[src/rtl/pipe_stage_reg.sv]
// pipe_stage_reg: valid/ready pipeline stage register with flush, bubble and a saturating stall counter.
// Define PIPE_SKID_EN to add one skid entry, which removes the combinational out_ready -> in_ready path.
module pipe_stage_reg #(
  parameter int DATA_W = 128,
  parameter int CTRL_W = 16,
  parameter int CNT_W  = 16
) (
  input  logic              clk,
  input  logic              rst,
  input  logic              in_valid,
  output logic              in_ready,
  input  logic [DATA_W-1:0] in_data,
  input  logic [CTRL_W-1:0] in_ctrl,
  input  logic              flush,
  input  logic              bubble,
  output logic              out_valid,
  input  logic              out_ready,
  output logic [DATA_W-1:0] out_data,
  output logic [CTRL_W-1:0] out_ctrl,
  output logic [CNT_W-1:0]  stall_cnt
);

  logic              valid_q, valid_d;
  logic [DATA_W-1:0] data_q, data_d;
  logic [CTRL_W-1:0] ctrl_q, ctrl_d;
  logic [CNT_W-1:0]  cnt_q, cnt_d;
  logic              accept, emit, main_free;

  assign emit      = valid_q & out_ready;
  assign main_free = !valid_q | emit;
  assign accept    = in_valid & in_ready;

`ifdef PIPE_SKID_EN
  logic              skid_valid_q, skid_valid_d;
  logic [DATA_W-1:0] skid_data_q, skid_data_d;
  logic [CTRL_W-1:0] skid_ctrl_q, skid_ctrl_d;

  assign in_ready = !skid_valid_q & !bubble;

  always_comb begin
    // NOTE: every _d is given its hold value first, so no branch can leave it unassigned and infer a latch.
    valid_d      = valid_q;
    data_d       = data_q;
    ctrl_d       = ctrl_q;
    skid_valid_d = skid_valid_q;
    skid_data_d  = skid_data_q;
    skid_ctrl_d  = skid_ctrl_q;
    if (flush) begin
      valid_d      = 1'b0;
      data_d       = '0;
      ctrl_d       = '0;
      skid_valid_d = 1'b0;
      skid_data_d  = '0;
      skid_ctrl_d  = '0;
    end else if (main_free) begin
      if (skid_valid_q) begin
        // Skid drains into main; a same-cycle accept refills the skid.
        valid_d      = 1'b1;
        data_d       = skid_data_q;
        ctrl_d       = skid_ctrl_q;
        skid_valid_d = accept;
        skid_data_d  = accept ? in_data : skid_data_q;
        skid_ctrl_d  = accept ? in_ctrl : '0;
      end else if (accept) begin
        valid_d = 1'b1;
        data_d  = in_data;
        ctrl_d  = in_ctrl;
      end else begin
        valid_d = 1'b0;
        ctrl_d  = '0;
      end
    end else if (accept) begin
      skid_valid_d = 1'b1;
      skid_data_d  = in_data;
      skid_ctrl_d  = in_ctrl;
    end
  end
`else
  assign in_ready = main_free & !bubble;

  always_comb begin
    // NOTE: every _d is given its hold value first, so no branch can leave it unassigned and infer a latch.
    valid_d = valid_q;
    data_d  = data_q;
    ctrl_d  = ctrl_q;
    if (flush) begin
      valid_d = 1'b0;
      data_d  = '0;
      ctrl_d  = '0;
    end else if (main_free) begin
      if (accept) begin
        valid_d = 1'b1;
        data_d  = in_data;
        ctrl_d  = in_ctrl;
      end else begin
        valid_d = 1'b0;
        ctrl_d  = '0;
      end
    end
  end
`endif

  // Stall counter ignores flush; only reset clears it.
  always_comb begin
    cnt_d = cnt_q;
    if (valid_q && !out_ready && (cnt_q != {CNT_W{1'b1}})) cnt_d = cnt_q + 1'b1;
  end

  always_ff @(posedge clk) begin
    // NOTE: state registers use non-blocking assignments so every register samples pre-edge values.
    if (!rst) begin
      valid_q      <= 1'b0;
      data_q       <= '0;
      ctrl_q       <= '0;
      cnt_q        <= '0;
`ifdef PIPE_SKID_EN
      skid_valid_q <= 1'b0;
      skid_data_q  <= '0;
      skid_ctrl_q  <= '0;
`endif
    end else begin
      valid_q      <= valid_d;
      data_q       <= data_d;
      ctrl_q       <= ctrl_d;
      cnt_q        <= cnt_d;
`ifdef PIPE_SKID_EN
      skid_valid_q <= skid_valid_d;
      skid_data_q  <= skid_data_d;
      skid_ctrl_q  <= skid_ctrl_d;
`endif
    end
  end

  assign out_valid = valid_q;
  assign out_data  = data_q;
  assign out_ctrl  = ctrl_q;
  assign stall_cnt = cnt_q;

endmodule

[config.mk]
export PLATFORM = sky130hd
export DESIGN_NAME = pipe_stage_reg
export DESIGN_NICKNAME = d
export VERILOG_FILES = /design/src/rtl/pipe_stage_reg.sv
export SDC_FILE = /design/constraint.sdc
export NUM_CORES = 1
export LEC_CHECK = 0
export BUFFER_PORTS_ARGS = -buffer_cell sky130_fd_sc_hd__buf_2
export CORE_AREA = 2 2 120 122
export DETAILED_ROUTE_END_ITERATION = 10
export DIE_AREA = 0 0 122 124
export PLACE_DENSITY = 0.76
export SYNTH_ARGS = -nofsm -noshare
export SYNTH_HDL_FRONTEND = slang
export SYNTH_SLANG_ARGS = --single-unit
[constraint.sdc]
create_clock -name clk -period 3.26 [get_ports clk]
set_clock_uncertainty 0.1 [all_clocks]
set_input_delay 0.163 -clock clk [delete_from_list [all_inputs] [get_ports clk]]
set_output_delay 0.163 -clock clk [all_outputs]
set_load 0.01 [all_outputs]
==> out/qor.tcl <==
set qor(result_of_the_run) {finished, final reports clean}
set qor(cp.arrival_ns) 2.25
set qor(port-buffer-count) 311
set qor(design.core.area_um2) 13720
set qor(routedWlPerCell_um) 15.42
set qor(chip_height_um) 124
set qor(setup_ws_ns) 1.222
set qor(layout_commonest_cell) {sky130_fd_sc_hd__buf_2}
set qor(area_growth_pct) 62.86
set qor(synth.yosys.warnings) 0
set qor(netlist_area_um2) 5774
set qor(vias_in_the_first_global_route) 6371
set qor(clock_tree_from_tritoncts) {built}
set qor(ctsHoldBuffers) 145
set qor(grt_remaining_overflow) 0
set qor(hold_class) {in -> reg}
set qor(max_freq_mhz) 490.7
set qor(routabilityCongestion) 0.8279
set qor(totalNegativeSetupSlack_ns) 0
set qor(synth-async-reset-ratio_pct) 0
set qor(clock_tree.root_cell) {sky130_fd_sc_hd__clkbuf_16}
set qor(synthCells) 705
set qor(power.density_cell_area_nw_per_um2) 469.0
set qor(regArea_um2) 3223
set qor(netSwitchingPower_mw) 1.017
set qor(drtIter0Drc) 485
set qor(initial_core_util_pct) 42.09
set qor(fillCellCount) 1017
set qor(finalHoldViolCount) 0
set qor(proportion_of_total_power_due_to_net_switching_pct) 23.05
set qor(initial_antenna_violation_count) 0
set qor(finalInstanceArea_um2) 9404
set qor(clock_sinks) 161
set qor(ys_dominant_reg_cell) {sky130_fd_sc_hd__dfxtp_1}
set qor(share_comb_of_total_power_pct) 10.8
set qor(post_drt_via_cell_ratio) 5.005
set qor(route.vias.total) 6656
set qor(maxCapViolations) 0
set qor(synth_nets) 856
set qor(internal_power_mw) 3.394
set qor(fin_util_pct) 68.55
set qor(hold_slack_ns) 0.1439
set qor(post_cts_repair_setup_buffers) 0
set qor(path_max_fanout) 54
set qor(netlist-cell-type-count) 31
set qor(clock_insertion_delay_worst_skew_ns) 0.41
set qor(fin_crit_ns) 2.038
set qor(grt_util_all_layers_pct) 25.45
set qor(tritonroute_pass_1_iters) 5
set qor(die_area_um2) 15130
set qor(rsz0062_at_grt) {no}
set qor(worst_slew_pin_slew_ns) 0.9088
set qor(final_max_slew_viol_count) 0
set qor(area_share_of_the_leading_cell_type_in_the_synthesized_netlist_pct) 55.82
set qor(max_rail_drop_vdd_uv) 371.1
set qor(synth-seq-area-share_pct) 55.82
set qor(timing.final.setup_violations) 0
set qor(row_count) 43
set qor(leakagePower_nw) 4.270
set qor(multi_input_area_um2) 2287
set qor(worst_setup_path_start_kind) {register}
set qor(insertedDiodeCount) 0
set qor(worst_setup_path_end_kind) {register}
set qor(clock_path_buffers) 2
set qor(timing.max_slew.rel_slack_pct) 39.41
set qor(yosys.area.top_type) {sky130_fd_sc_hd__dfxtp_1}
set qor(layout-drive-gt1-share_pct) 30.87
set qor(cp.required_ns) 3.47
set qor(syn_avg_cell_area_um2) 8.190
set qor(pin_count_of_the_biggest_net_entering_global_routing) 82
set qor(main_area_contributors_after_synthesis) {sky130_fd_sc_hd__dfxtp_1, sky130_fd_sc_hd__nand2_1, sky130_fd_sc_hd__a21oi_1}
set qor(wirelength_mm) 20.51
set qor(dp_slack_ns) 1.299
set qor(clkSlewWorstSetupHoldPaths_ns) 0.06
set qor(post_dp_hpwl_mm) 11.56
set qor(layout_common_cells) {sky130_fd_sc_hd__buf_2, sky130_fd_sc_hd__nand2_1, sky130_fd_sc_hd__dfxtp_1}
set qor(antenna_violating_nets_post_route) 0
set qor(grt_first_pass_wirelength_mm) 30.27
set qor(htreeDepth) 4
set qor(power.sequential.fraction_pct) 45.9
set qor(power.share.clock_pct) 43.3
set qor(period_share_pct) 62.51
set qor(die_width_um) 122
set qor(post_cts.resized_instances) 0
set qor(count_of_boundary_i_o_pins) 312
set qor(design.final.nets) 1289
set qor(ys_ff_latch) 161
set qor(dpl-instance-area_um2) 7390
set qor(number_of_enable_type_register_cells_in_the_synthesized_netlist) 0
set qor(numCtsBuffers) 17
set qor(drc) 0
set qor(timing_worst_setup_path_type) {reg -> reg}
-- layer usage --
| metal | vias up | wire length [um] | GRT usage (%) |
|---|---|---|---|
| met4 | 0 | 1062 | 15.30 |
| met2 | 309 | 10540 | 45.71 |
| li1 | 3172 | - | - |
| met3 | 95 | 1527 | 8.059 |
| met1 | 3080 | 7384 | 25.87 |
| met5 | - | 0 | 0 |
-- synthesized netlist by cell type (2+ instances only) --
cell type and instances:
sky130_fd_sc_hd__nand2_1 260, sky130_fd_sc_hd__dfxtp_1 161, sky130_fd_sc_hd__o211ai_1 2, sky130_fd_sc_hd__a21oi_1 134, sky130_fd_sc_hd__buf_2 21, sky130_fd_sc_hd__a22oi_1 16, sky130_fd_sc_hd__nand4_1 5, sky130_fd_sc_hd__and2_1 3
sky130_fd_sc_hd__xor2_1 10, sky130_fd_sc_hd__mux2i_1 2, sky130_fd_sc_hd__inv_1 2, sky130_fd_sc_hd__or3_1 3, sky130_fd_sc_hd__buf_6 8, sky130_fd_sc_hd__nor3_1 2, sky130_fd_sc_hd__and3_1 2, sky130_fd_sc_hd__clkbuf_1 19
sky130_fd_sc_hd__o21ai_0 3, sky130_fd_sc_hd__nand2b_1 3, sky130_fd_sc_hd__nor2_1 31, sky130_fd_sc_hd__nand3_1 7
-- final timing paths --
path / from / to / slack (ns) / cells after the start
setup reg to reg: out_valid / out_data[2] / 1.22 / 6
hold / removal: out_ready / out_valid / 0.14 / 3
setup / recovery: out_valid / out_data[2] / 1.22 / 6
hold reg to reg: out_data[28] / out_data[28] / 0.35 / 2
-- kinds of logic after synthesis --
kind of cell | after synthesis | synth area share (%)
AOI/OAI and AO/OA | 158 | 14.65
xor gates and xnor gates | 10 | 1.517
adders and majority gates | 1 | 0.2167
buffers and inverters | 51 | 4.876
DFF | 161 | 55.82
muxes | 2 | 0.3467
and+or+nand+nor | 322 | 22.58
-- registers in the layout, indices dropped and copies added (netlist names) --
name,flops
out_data,128
out_ctrl,16
stall_cnt,16
out_valid,1
-- per-stage QoR --
| step | instances | total power, mW |
|---|---|---|
| detailed placement | 1154 | 2.390 |
| floorplan | 705 | 2.231 |
| finish | 1330 | 4.411 |
| global route | 1330 | 4.575 |
| global placement | 1154 | 2.386 |
| CTS | 1330 | 4.422 |
-- worst max-delay path, cell delays in order, from the launching register on --
cell and delay, ns:
sky130_fd_sc_hd__dfxtp_1 0.32, sky130_fd_sc_hd__nor2b_1 0.15, sky130_fd_sc_hd__nor2_2 0.16, sky130_fd_sc_hd__and2_4 0.54, sky130_fd_sc_hd__buf_12 0.32, sky130_fd_sc_hd__nand2_1 0.11
sky130_fd_sc_hd__a21oi_1 0.17
-- area by class of cell --
| class | count | share of cell area, % |
|---|---|---|
| clock buffer | 21 | 4.790 |
| tap | 180 | 2.395 |
| inverter | 2 | 0.07983 |
| timing repair buffer | 463 | 32.94 |
| sequential | 161 | 34.27 |
| clock inverter | 10 | 1.197 |
| multi-input combinational | 493 | 24.32 |
-- power groups by stage --
stage,combinational (mW),sequential [mW],clock (mW)
floorplan,0.145,2.09,0
global placement,0.320,2.07,0
detailed placement,0.322,2.07,0
CTS,0.460,2.02,1.94
global route,0.513,2.03,2.03
finish,0.477,2.03,1.91
Note: power is estimated with default switching activity, not from simulation.
